`config.mk`:
```
export PLATFORM = sky130hd
export DESIGN_NAME = regfile_wb_arbiter
export DESIGN_NICKNAME = d
export VERILOG_FILES = /design/src/rtl/regfile_wb_arbiter.sv
export SDC_FILE = /design/constraint.sdc
export NUM_CORES = 1
export LEC_CHECK = 0
export ABC_AREA = 1
export CORE_MARGIN = 2
export CORE_UTILIZATION = 45
export DETAILED_ROUTE_END_ITERATION = 8
export PLACE_DENSITY = 0.78
export SLEW_MARGIN = 25
export SYNTH_ARGS = -nofsm -noshare
export SYNTH_HDL_FRONTEND = slang
export SYNTH_SLANG_ARGS = --single-unit
```
`constraint.sdc`:
```
create_clock -name clk -period 6.59 [get_ports clk]
set_input_delay 1.6475 -clock clk [delete_from_list [all_inputs] [get_ports clk]]
set_output_delay 1.6475 -clock clk [all_outputs]
set_load 0.02 [all_outputs]
```
`src/rtl/regfile_wb_arbiter.sv`:
```
// Register-file write-port arbiter: single-cycle core writeback has priority,
// long-latency results queue in a FIFO and drain into idle slots or by force.
module regfile_wb_arbiter #(
  parameter int DEPTH        = 4,
  parameter int STARVE_LIMIT = 8
) (
  input  logic        clk,
  input  logic        reset,
  input  logic        core_we,
  input  logic [4:0]  core_rd,
  input  logic [31:0] core_wd,
  input  logic [4:0]  core_rs1,
  input  logic [4:0]  core_rs2,
  input  logic        mc_valid,
  input  logic [4:0]  mc_rd,
  input  logic [31:0] mc_wd,
  output logic        mc_ready,
  output logic        core_stall,
  output logic        pending_hit,
  output logic        WE3,
  output logic [4:0]  A3,
  output logic [31:0] WD3
);

  localparam int AW = $clog2(DEPTH);
  localparam int SW = $clog2(STARVE_LIMIT + 1);
  localparam logic [SW-1:0] LIM  = SW'(STARVE_LIMIT);
  localparam logic [AW:0]   FULL = (AW+1)'(DEPTH);

  logic [AW-1:0] r_head;
  logic [AW-1:0] r_tail;
  logic [AW:0]   r_count;
  logic [SW-1:0] r_starve;
  logic [4:0]    r_rd  [DEPTH];
  logic [31:0]   r_wd  [DEPTH];
  logic          r_vld [DEPTH];

  logic w_empty;
  logic w_full;
  logic w_force;
  logic w_core_req;
  logic w_gnt_core;
  logic w_gnt_buf;
  logic w_enq;
  logic w_deq;
  logic w_hit;

  assign w_empty    = (r_count == '0);
  assign w_full     = (r_count == FULL);
  assign w_force    = !w_empty && (r_starve == LIM);
  assign w_core_req = core_we && (core_rd != 5'd0);

  assign w_gnt_core = !w_force && w_core_req;
  assign w_gnt_buf  = !w_empty && !w_gnt_core;

  // x0 results complete the handshake but are never stored
  assign w_enq = mc_valid && !w_full && (mc_rd != 5'd0);
  assign w_deq = w_gnt_buf;

  assign mc_ready   = !w_full;
  assign core_stall = w_force;

  always_comb begin
    w_hit = 1'b0;
    for (int i = 0; i < DEPTH; i++) begin
      if (r_vld[i] && (r_rd[i] != 5'd0)) begin
        if ((r_rd[i] == core_rs1) ||
            (r_rd[i] == core_rs2) ||
            (core_we && (r_rd[i] == core_rd)))
          w_hit = 1'b1;
      end
    end
  end

  assign pending_hit = w_hit;

  always_comb begin
    WE3 = 1'b0;
    A3  = 5'd0;
    WD3 = 32'd0;
    if (!reset) begin
      unique case (1'b1)
        w_gnt_core: begin
          WE3 = 1'b1;
          A3  = core_rd;
          WD3 = core_wd;
        end
        w_gnt_buf: begin
          WE3 = 1'b1;
          A3  = r_rd[r_head];
          WD3 = r_wd[r_head];
        end
        default: ;
      endcase
    end
  end

  always_ff @(posedge clk or posedge reset) begin
    if (reset) begin
      r_head  <= '0;
      r_tail  <= '0;
      r_count <= '0;
      for (int i = 0; i < DEPTH; i++) begin
        r_rd[i]  <= 5'd0;
        r_wd[i]  <= 32'd0;
        r_vld[i] <= 1'b0;
      end
    end else begin
      if (w_enq) begin
        r_rd[r_tail]  <= mc_rd;
        r_wd[r_tail]  <= mc_wd;
        r_vld[r_tail] <= 1'b1;
        r_tail        <= r_tail + AW'(1);
      end
      if (w_deq) begin
        r_vld[r_head] <= 1'b0;
        r_head        <= r_head + AW'(1);
      end
      unique case ({w_enq, w_deq})
        2'b10:   r_count <= r_count + (AW+1)'(1);
        2'b01:   r_count <= r_count - (AW+1)'(1);
        default: r_count <= r_count;
      endcase
    end
  end

  // head age: restarts for every new head and while nothing is queued
  always_ff @(posedge clk or posedge reset) begin
    if (reset)
      r_starve <= '0;
    else if (w_empty || w_gnt_buf)
      r_starve <= '0;
    else if (r_starve != LIM)
      r_starve <= r_starve + SW'(1);
  end

endmodule
```
==> out/metrics.yaml <==
outcome: "completed"
antenna_found_initial: 0
yosys-top-cells-area: "sky130_fd_sc_hd__dfrtp_1 (44%), sky130_fd_sc_hd__nand2_1 (15%), sky130_fd_sc_hd__o21ai_0 (6.0%)"
synth_area_per_cell_um2: 7.68
total_negative_slack_ps: 0
timing.slew.headroom_pct: 35.5
seqPwrFrac_pct: 34.9
post_drt_wl_per_cell_um: 15.3
initial_utilization_pct: 45.6
dieArea_um2: 21500
report.power.total_w: 0.00507
clkSinkCount: 163
start_kind: "input pin"
dp_hpwl_um: 15500
post_cts_resize_count: 0
achievable-frequency_mhz: 169
cts.htree.levels: 4
tightestPinTransition_ps: 968
number_of_rows_created_at_floorplan: 52
holdWs_ps: 477
worst_ep_arrival_time_ps: 4280
worstSetupEndpointType: "output pin"
finalWeightedCongestion: 0.992
ys_warn_count: 0
post_detailed_route_drc_marker_count: 0
worstPathRequired_ps: 4940
postSynth.topFlopCell: "sky130_fd_sc_hd__dfrtp_1"
setup_violations: 0
placement.io_buffers: 128
synth_register_bits: 163
synth_edf_count: 0
clock-skew-final_ps: 9.22
final-hold-violation-count: 0
core_area_um2: 20100
gr-usage-all-layers_pct: 22.7
area_delta_synth_final_pct: 19.4
pin_count_of_the_biggest_net_entering_global_routing: 77
power.share.combinational_pct: 44.8
fp.dieH_um: 147
cap_violations: 0
timing.final.max_slew_violations: 0
ys_async_sr_fraction_pct: 100
die_x_um: 147
drtIter0Drc: 653
drtPass1Iterations: 7
max-clock-path-buffers: 2
intPower_w: 0.00296
number_of_buffers_created_by_cts: 17
power_density_nw_per_um2: 463
switching_share_pct: 41.6
syn_inst: 1194
io_pins: 129
synth.distinct_cells: 27
antennaDiodeCount: 0
layout-drive-gt1-share_pct: 8.66
clk_root_buffer_cell: "sky130_fd_sc_hd__clkbuf_16"
vdd_ir_drop_max_mv: 0.240
area_of_all_placed_cells_without_fillers_um2: 10900
ys_top_cells_by_count: "sky130_fd_sc_hd__nand2_1 (368), sky130_fd_sc_hd__dfrtp_1 (163), sky130_fd_sc_hd__o21ai_0 (110)"
setup.worst_path.class: "in -> out"
cell_with_the_most_instances_after_synthesis: "sky130_fd_sc_hd__nand2_1"
post-cts-setup-buffer-count: 0
drt_wl_total_um: 24000
clk_pin_slew_ps: 60
post-synth-top-area-fraction_pct: 44.5
period_minus_slack_ps: 5920
filler_cell_count: 1850
via_count: 8236
synthesized_area_um2: 9170
synth.largest_area_cell: "sky130_fd_sc_hd__dfrtp_1"
via_per_inst: 5.27
post_cts_hold_buffer_count: 0
power.switching_w: 0.00211
fraction_of_the_yosys_area_taken_by_sequential_cells_pct: 44.5
grt_overflow: 0
worst-path-max-fanout: 38
clock_tree_from_tritoncts: "built"
power.share.clock_pct: 20.3
design.final.nets: 1384
clkLatencyLatePin_ps: 420
grt_setup_unrepaired: "no"
instance_area_at_placement_um2: 10300
grt_first_pass_wirelength_um: 39200
timing.final.crit_share_pct: 89.9
worst_hold_path_type: "reg -> reg"
power_leakage_nw: 5.21
ant_nets: 0
place_worst_setup_slack_ps: 707
worst_case_setup_margin_in_the_final_layout_ps: 667
syn-num-nets: 1294
vias_in_the_first_global_route: 7877
worst paths after layout:
check	start	endpoint	slack [ps]	cells past startpoint
worst max-delay path	core_rd[2]	WD3[5]	670	9
worst min-delay path	r_wd[32]	r_wd[32]	480	2
worst max register to register	r_starve[0]	r_count[2]	3640	13
min in group asynchronous	reset	r_rd[17]	1790	2
max in group asynchronous	reset	r_count[2]	3710	3
worst min register to register	r_wd[32]	r_wd[32]	480	2
power by group through the flow:
stage	clock (W)	combinational, W	sequential [W]
after global routing	0.00109	0.00255	0.00182
final	0.00103	0.00227	0.00177
after global placement	0	0.00221	0.00175
after CTS	0.00104	0.00228	0.00176
after detailed placement	0	0.00227	0.00177
after floorplan	0	0.00176	0.00168
sequential cells by signal, indices dropped and copies added, names as in the netlist:
name,count
r_count,3
r_vld,4
r_tail,2
r_rd,20
r_starve,4
r_head,2
r_wd,128
layout make-up:
cell class | count | area, um^2 | share of cell area, %
inverters | 100 | 383 | 3.50
clock buffers | 24 | 482 | 4.40
multi-input cells | 861 | 4160 | 38.0
repair buffers | 141 | 1370 | 12.6
flip-flops and latches | 163 | 4080 | 37.3
clock inverters | 5 | 125 | 1.14
well taps | 270 | 338 | 3.09
placed cells by master, fill, tap and decap left out, types with 3 or more instances in the layout:
master / n
sky130_fd_sc_hd__o22ai_1: 32
sky130_fd_sc_hd__nand3_1: 18
sky130_fd_sc_hd__clkbuf_8: 3
sky130_fd_sc_hd__bufinv_16: 4
sky130_fd_sc_hd__o21ai_0: 110
sky130_fd_sc_hd__buf_4: 13
sky130_fd_sc_hd__nand2_2: 5
sky130_fd_sc_hd__nand2_1: 368
sky130_fd_sc_hd__nand3_2: 4
sky130_fd_sc_hd__a21oi_1: 49
sky130_fd_sc_hd__o21ai_2: 53
sky130_fd_sc_hd__xnor2_1: 10
sky130_fd_sc_hd__clkbuf_16: 17
sky130_fd_sc_hd__o21ai_1: 75
sky130_fd_sc_hd__nand4_1: 4
sky130_fd_sc_hd__dfrtp_1: 162
sky130_fd_sc_hd__clkdlybuf4s50_1: 127
sky130_fd_sc_hd__inv_1: 93
sky130_fd_sc_hd__inv_2: 5
sky130_fd_sc_hd__clkbuf_1: 4
sky130_fd_sc_hd__xor2_1: 8
sky130_fd_sc_hd__nor2_1: 109
sky130_fd_sc_hd__ha_1: 11
kinds of logic after synthesis:
kind of cell	after synthesis	synth area share (%)
AOI/OAI and AO/OA	319	20.0
DFF	163	44.5
xor gates and xnor gates	18	1.72
adders and majority gates	12	1.72
and+or+nand+nor	512	21.9
buffers and inverters	170	10.1
critical path, stage by stage:
cell,delay (ps)
sky130_fd_sc_hd__clkdlybuf4s50_1,530
sky130_fd_sc_hd__nor3_2,280
sky130_fd_sc_hd__nand3_1,120
sky130_fd_sc_hd__nand3_2,110
sky130_fd_sc_hd__nand2_2,80
sky130_fd_sc_hd__inv_2,580
sky130_fd_sc_hd__nand2_1,100
sky130_fd_sc_hd__a21oi_1,170
sky130_fd_sc_hd__clkdlybuf4s50_1,650
stage by stage:
step | std cells | util, %
final | 1564 | 54.4
after global routing | 1564 | 54.4
after CTS | 1564 | 54.4
after detailed placement | 1535 | 51.4
after global placement | 1535 | 51.4
after floorplan | 1194 | -
per-layer routing:
layer	track usage (%)	up-vias	wire length (um)
met5	0	-	0
met4	9.51	0	725
met3	3.91	55	1660
met2	36.7	319	11200
met1	30.3	3845	10400
li1	-	4017	-
(Power assumes the default switching activity.)
